$ cat config.mk
export PLATFORM = sky130hd
export DESIGN_NAME = sparse_dispatcher_flat
export DESIGN_NICKNAME = d
export VERILOG_FILES = /design/src/rtl/sparse_dispatcher_if.sv /design/src/rtl/sparse_dispatcher.sv /design/src/flat_wrapper.sv
export SDC_FILE = /design/constraint.sdc
export NUM_CORES = 1
export LEC_CHECK = 0
export ABC_AREA = 1
export BUFFER_PORTS_ARGS = -buffer_cell sky130_fd_sc_hd__buf_4
export CORE_MARGIN = 4
export CORE_UTILIZATION = 55
export DETAILED_ROUTE_END_ITERATION = 7
export HOLD_SLACK_MARGIN = 0.02
export PLACE_DENSITY = 0.77
export SYNTH_ARGS = -nofsm -noshare
export SYNTH_HDL_FRONTEND = slang
export SYNTH_SLANG_ARGS = --single-unit
$ cat constraint.sdc
create_clock -name clk -period 2.65 [get_ports clk]
set_input_delay 0.265 -clock clk [delete_from_list [all_inputs] [get_ports clk]]
set_output_delay 0.265 -clock clk [all_outputs]
set_load 0.01 [all_outputs]
$ cat src/rtl/sparse_dispatcher_if.sv
// Signal bundle linking the sparse dispatcher to its requester, the sparse word memory
// and the accumulation controller.
interface sparse_dispatcher_if #(parameter int WORD_WIDTH = 32);
  logic                  start;
  logic [5:0]            num_words;
  logic [9:0]            sparse_mem_addr_o;
  logic [WORD_WIDTH-1:0] sparse_mem_data_i;
  logic                  ctrl_start_o;
  logic                  ctrl_busy_i;
  logic                  busy;
  logic                  done;
  logic                  err;
  logic [1:0]            err_code;
  logic [5:0]            words_done;
  logic [2:0]            state_dbg;

  // Handshakes: start is taken only on a rising edge where busy=0 (it is ignored otherwise);
  // ctrl_start_o is a one-cycle request, the controller acknowledges by raising ctrl_busy_i
  // and signals completion by dropping it; done is a one-cycle pulse coinciding with busy=0.
  modport master (
    output start, num_words, sparse_mem_data_i, ctrl_busy_i,
    input  sparse_mem_addr_o, ctrl_start_o, busy, done, err, err_code, words_done, state_dbg
  );
  modport slave (
    input  start, num_words, sparse_mem_data_i, ctrl_busy_i,
    output sparse_mem_addr_o, ctrl_start_o, busy, done, err, err_code, words_done, state_dbg
  );
endinterface

$ cat src/rtl/sparse_dispatcher.sv
// Walks a sparse word list, validates each {high, low} bit-position pair and hands valid
// words one at a time to the accumulation controller, guarded by a watchdog.
module sparse_dispatcher #(
  parameter int WORD_WIDTH      = 32,
  parameter int MEM_SIZE        = 553,
  parameter int MEM_SPARSE_SIZE = 50,
  parameter int MAX_DIFF        = 17,
  parameter int TIMEOUT         = 4095
) (
  input logic                clk,
  input logic                rst,
  sparse_dispatcher_if.slave bus
);
  localparam int          POS_LIMIT = MEM_SIZE * 32;
  localparam logic [11:0] ACK_LAST  = 12'd3;
  localparam logic [11:0] DONE_LAST = 12'(TIMEOUT - 1);
  localparam logic [11:0] WD_MAX    = 12'hFFF;
  localparam logic [5:0]  N_MAX     = 6'(MEM_SPARSE_SIZE);

  typedef enum logic [2:0] {
    IDLE, FETCH, CHECK, LAUNCH, WAIT_ACK, WAIT_DONE, FINISH
  } state_t;

  state_t      state, state_next;
  logic [5:0]  n, n_next, idx, idx_next, words, words_next, n_clamp;
  logic [9:0]  addr, addr_next;
  logic [11:0] wd, wd_next;
  logic        busy_q, busy_next, done_q, done_next, start_q, start_next;
  logic        err_q, err_next, busy_prev;
  logic [1:0]  code_q, code_next;

  logic [15:0] high, low;
  logic [10:0] high_blk, low_blk;
  logic        terminator, bad_word;

  assign high       = bus.sparse_mem_data_i[31:16];
  assign low        = bus.sparse_mem_data_i[15:0];
  assign high_blk   = high[15:5];
  assign low_blk    = low[15:5];
  assign terminator = (bus.sparse_mem_data_i[31:0] == 32'hFFFF_FFFF);
  // The block-distance term only matters when low>=high; otherwise low<high already flags it.
  assign bad_word   = ({16'd0, high} >= 32'(POS_LIMIT)) || ({16'd0, low} >= 32'(POS_LIMIT)) ||
                      (low < high) || ({21'd0, low_blk - high_blk} > 32'(MAX_DIFF));
  assign n_clamp    = (bus.num_words > N_MAX) ? N_MAX : bus.num_words;

  always_comb begin
    state_next = state;
    n_next     = n;
    idx_next   = idx;
    words_next = words;
    addr_next  = addr;
    busy_next  = busy_q;
    done_next  = 1'b0;
    start_next = 1'b0;
    err_next   = err_q;
    code_next  = code_q;
    case (state)
      IDLE: begin
        if (bus.start && !busy_q) begin
          n_next     = n_clamp;
          idx_next   = '0;
          words_next = '0;
          err_next   = 1'b0;
          code_next  = 2'd0;
          busy_next  = 1'b1;
          state_next = (n_clamp == 6'd0) ? FINISH : FETCH;
        end
      end
      FETCH: state_next = CHECK;
      CHECK: begin
        if (terminator) begin
          state_next = FINISH;
        end else if (bad_word) begin
          err_next   = 1'b1;
          code_next  = 2'd1;
          state_next = FINISH;
        end else begin
          state_next = LAUNCH;
        end
      end
      LAUNCH: state_next = WAIT_ACK;
      WAIT_ACK: begin
        if (bus.ctrl_busy_i) begin
          state_next = WAIT_DONE;
        end else if (wd == ACK_LAST) begin
          err_next   = 1'b1;
          code_next  = 2'd2;
          state_next = FINISH;
        end
      end
      WAIT_DONE: begin
        if (busy_prev && !bus.ctrl_busy_i) begin
          words_next = words + 6'd1;
          if (idx + 6'd1 == n) begin
            state_next = FINISH;
          end else begin
            idx_next   = idx + 6'd1;
            state_next = FETCH;
          end
        end else if (wd == DONE_LAST) begin
          err_next   = 1'b1;
          code_next  = 2'd3;
          state_next = FINISH;
        end
      end
      FINISH: begin
        done_next  = 1'b1;
        busy_next  = 1'b0;
        state_next = IDLE;
      end
      default: state_next = IDLE;
    endcase
    // Outputs are registered so they line up with the state they belong to.
    if (state_next == FETCH) addr_next = 10'(idx_next);
    if (state_next == LAUNCH) start_next = 1'b1;
    if (state_next != state) wd_next = '0;
    else if (wd == WD_MAX)   wd_next = wd;
    else                     wd_next = wd + 12'd1;
  end

  always_ff @(posedge clk or posedge rst) begin
    if (rst) begin
      state     <= IDLE;
      n         <= '0;
      idx       <= '0;
      words     <= '0;
      addr      <= '0;
      wd        <= '0;
      busy_q    <= 1'b0;
      done_q    <= 1'b0;
      start_q   <= 1'b0;
      err_q     <= 1'b0;
      code_q    <= 2'd0;
      busy_prev <= 1'b0;
    end else begin
      state     <= state_next;
      n         <= n_next;
      idx       <= idx_next;
      words     <= words_next;
      addr      <= addr_next;
      wd        <= wd_next;
      busy_q    <= busy_next;
      done_q    <= done_next;
      start_q   <= start_next;
      err_q     <= err_next;
      code_q    <= code_next;
      busy_prev <= bus.ctrl_busy_i;
    end
  end

  assign bus.sparse_mem_addr_o = addr;
  assign bus.ctrl_start_o      = start_q;
  assign bus.busy              = busy_q;
  assign bus.done              = done_q;
  assign bus.err               = err_q;
  assign bus.err_code          = code_q;
  assign bus.words_done        = words;
  assign bus.state_dbg         = state;
endmodule

$ cat src/flat_wrapper.sv
// flat-port wrapper written by rule: the top's interface ports become plain ports
module sparse_dispatcher_flat 
#(
  parameter int WORD_WIDTH      = 32,
  parameter int MEM_SIZE        = 553,
  parameter int MEM_SPARSE_SIZE = 50,
  parameter int MAX_DIFF        = 17,
  parameter int TIMEOUT         = 4095
)
  (clk, rst, bus_start, bus_num_words, bus_sparse_mem_data_i, bus_ctrl_busy_i, bus_sparse_mem_addr_o, bus_ctrl_start_o, bus_busy, bus_done, bus_err, bus_err_code, bus_words_done, bus_state_dbg);
  sparse_dispatcher_if #(.WORD_WIDTH(WORD_WIDTH)) bus_i ();
  input logic clk;
  input logic rst;
  input wire logic [$bits(bus_i.start)-1:0] bus_start;
  input wire logic [$bits(bus_i.num_words)-1:0] bus_num_words;
  input wire logic [$bits(bus_i.sparse_mem_data_i)-1:0] bus_sparse_mem_data_i;
  input wire logic [$bits(bus_i.ctrl_busy_i)-1:0] bus_ctrl_busy_i;
  output wire logic [$bits(bus_i.sparse_mem_addr_o)-1:0] bus_sparse_mem_addr_o;
  output wire logic [$bits(bus_i.ctrl_start_o)-1:0] bus_ctrl_start_o;
  output wire logic [$bits(bus_i.busy)-1:0] bus_busy;
  output wire logic [$bits(bus_i.done)-1:0] bus_done;
  output wire logic [$bits(bus_i.err)-1:0] bus_err;
  output wire logic [$bits(bus_i.err_code)-1:0] bus_err_code;
  output wire logic [$bits(bus_i.words_done)-1:0] bus_words_done;
  output wire logic [$bits(bus_i.state_dbg)-1:0] bus_state_dbg;
  assign bus_i.start = bus_start;
  assign bus_i.num_words = bus_num_words;
  assign bus_i.sparse_mem_data_i = bus_sparse_mem_data_i;
  assign bus_i.ctrl_busy_i = bus_ctrl_busy_i;
  assign bus_sparse_mem_addr_o = bus_i.sparse_mem_addr_o;
  assign bus_ctrl_start_o = bus_i.ctrl_start_o;
  assign bus_busy = bus_i.busy;
  assign bus_done = bus_i.done;
  assign bus_err = bus_i.err;
  assign bus_err_code = bus_i.err_code;
  assign bus_words_done = bus_i.words_done;
  assign bus_state_dbg = bus_i.state_dbg;
  sparse_dispatcher #(.WORD_WIDTH(WORD_WIDTH), .MEM_SIZE(MEM_SIZE), .MEM_SPARSE_SIZE(MEM_SPARSE_SIZE), .MAX_DIFF(MAX_DIFF), .TIMEOUT(TIMEOUT)) u_core (.clk(clk), .rst(rst), .bus(bus_i));
endmodule
==> out/metrics.yaml <==
worstPathMaxFanout: 7
cp_slowest_stage_delay_ns: 0.43
dieArea_sq_mm: 0.00787
std_cell_rows: 29
synthXorXnorAreaFrac: 0.0220
finalSetupViolCount: 0
instances_no_fill: 678
cts_setup_buffers: 0
max_clock_freq_mhz: 429
clock-sinks: 46
synthAdderAreaFrac: 0.0754
top_layer_used: "met4"
clk_pin_slew_worst_paths_ns: 0.10
cts_tree: "built"
synth_mux_area_frac: 0
maxCapViolations: 0
final_util: 0.675
worstSetupPathType: "primary input to flop"
ir_drop_v: 0.000252
drt-vias-per-instance: 5.26
yosys-top-cells-area: "dfrtp_1, nand2_1, inv_1"
startpoint_type: "primary input"
cts_buffers: 5
pre_cts_slack_ns: -0.104
antenna_found_initial: 0
layout_setup_ws_ns: 0.320
coreArea_sq_mm: 0.00635
wl_met1_um: 3670
grt_pass1_vias: 3340
area_growth_pct: 19.6
relSlewSlack: 0.457
vias: 3568
num_antenna_cells: 0
yosys.area_share.simple: 0.371
dr.pass1.iters: 4
cp.required_ns: 2.84
netlist_instances: 525
synth_top_area_frac: 0.321
dp_cells: 669
critPathArrivalTime_ns: 2.51
met3_length_um: 537
min_path_type: "primary input to flop"
worstMarginPinSlew_ns: 0.809
portBuffers: 62
die_h_um: 88.7
post-route-min-period_ns: 2.33
tns_ns: 0
crit_top_cell: "nand2_2"
maxSlewViolCount: 0
synth_compound_area_frac: 0.0922
p_leak_nw: 2.29
status: "finished clean"
gp_congestion: 0.962
postSynth.asyncResetShare: 1.00
final_layout_size_suffix_gt1_frac: 0.190
finalHoldViolCount: 0
synth_common_cells: "nand2_1, inv_1, nor2_1, dfrtp_1, nand3_1"
syn_area_sq_mm: 0.00358
holdWs_ns: 0.0760
grt_usage: 0.227
end_kind: "flop"
ant_nets: 0
path_cells: "buf_4 -> inv_1 -> ha_1 -> inv_1 -> fa_1 -> xor2_1 -> nor2_1 -> nand2_1 -> o21ai_0 -> o21ai_1 -> nor2_1 -> nand3_1 -> nand2_2 -> nand2_2 -> or2_4 -> nand2_2 -> o21ai_1"
ys_ff_latch: 46
clk_latency_ns: 0.31
yosys_warnings: 0
overflow: 0
power_density_mw_per_mm2: 332
drcViolationCount: 0
grt_pass1_wl_um: 14400
fin_nets: 663
root_buffer: "clkbuf_8"
yosysSeqAreaShare: 0.321
synth.distinct_cells: 39
synth_most_common_cell: "nand2_1"
synth_area_leader_cell: "dfrtp_1"
grt_max_degree: 26
wirelength_um: 8610
dr_wl_met2_um: 4230
synth_top_flop_cell: "dfrtp_1"
first_iter_violations: 212
synth-edff-count: 0
dp.final_hpwl_um: 6990
cp_slowest_cell: "fa_1"
initial_core_util: 0.564
rsz0062_at_grt: "false"
synth_top_family_by_area: "simple AND/OR/NAND/NOR gates"
htreeDepth: 2
post_drt_wl_per_cell_um: 12.7
period_share: 0.879
die_x_um: 88.7
io_pins: 67
avgSynthCellArea_sq_um: 6.82
fin_skew_ns: 0.0170
cts_buffer_depth: 2
## flip-flops by register name, indices dropped and copies added (netlist names)
name / cells
u_core.bus.busy: 1
u_core.bus.ctrl_start_o: 1
u_core.bus.done: 1
u_core.bus.err: 1
u_core.bus.err_code: 2
u_core.bus.sparse_mem_addr_o: 6
u_core.bus.state_dbg: 3
u_core.bus.words_done: 6
u_core.busy_prev: 1
u_core.idx: 6
u_core.n: 6
u_core.wd: 12
## per-layer routing
metal | vias to the layer above | track usage
met1 | 1606 | 0.278
met4 | 0 | 0.0907
met2 | 126 | 0.398
met5 | - | 0
li1 | 1820 | -
met3 | 16 | 0.0354
## worst paths after layout
path / start / to / slack (ns) / cells past startpoint
hold / removal: bus_ctrl_busy_i / u_core.busy_prev / 0.08 / 1
max in group asynchronous: rst / u_core.idx[1] / 1.32 / 4
min in group asynchronous: rst / u_core.wd[11] / 0.58 / 3
hold reg to reg: u_core.bus.sparse_mem_addr_o[3] / u_core.bus.sparse_mem_addr_o[3] / 0.51 / 2
setup / recovery: bus_sparse_mem_data_i[5] / u_core.bus.sparse_mem_addr_o[0] / 0.32 / 17
setup reg to reg: u_core.idx[1] / u_core.wd[9] / 0.37 / 15
## cell type report
type	count	area (sq um)
clock buffers	5	68.8
clock inverters	3	23.8
fillers	591	2070
inverters	93	352
multi-input cells	381	2030
flip-flops and latches	46	1150
well taps	77	96.3
repair buffers	73	563
## layout by cell type (no fill, tap or decap), types with 2 or more instances in the layout
cell and n:
clkinvlp_4 2, nand3_1 33, o2111ai_1 2, nor2_1 51
nand2_1 143, o221ai_1 2, conb_1 4, nand2_4 3
a21oi_1 17, nand4_1 15, xor2_1 8, o21ai_0 19
nand2_2 11, o21ai_1 6, nor2_2 2, buf_4 71
inv_1 90, nor3_1 10, o22ai_1 3, o211ai_1 2
nor3_2 10, nor4_1 5, nand3b_1 2, dfrtp_1 46
a31oi_1 3, clkbuf_8 5, ha_1 20
## per-stage QoR
step	power (mW)	instance area (sq um)
floorplan	0.881	3590
global placement	0.979	4170
detailed placement	0.982	4170
CTS	1.43	4280
global route	1.49	4280
finish	1.42	4280
## cell families after synthesis
logic type | Yosys count
AO/OA/AOI/OAI | 58
flip-flops | 46
XOR/XNOR | 9
adder cells (fa/ha/maj) | 21
buffers and inverters | 101
other | 1
AND/OR/NAND/NOR | 289
## critical path, delay by kind of cell
kind	cells	cell delay, ns
buffers and inverters	3	0.23
xor gates and xnor gates	1	0.19
AOI/OAI and AO/OA	3	0.33
and+or+nand+nor	8	0.93
adders and majority gates	2	0.58
## what timing repair did
item / 4_1_cts / 5_1_grt
hold buffers: 1 / 0
gates resized for setup: 0 / 2
hold endpoints to repair: 13 / 0
endpoints found under the setup margin: 0 / 12
## where the power goes
group          switching [mW]  internal (mW)
Sequential           0.000259          0.702
Clock                   0.260          0.189
Combinational           0.157          0.112
Total                   0.418           1.00
Note: power is estimated with default switching activity, not from simulation.
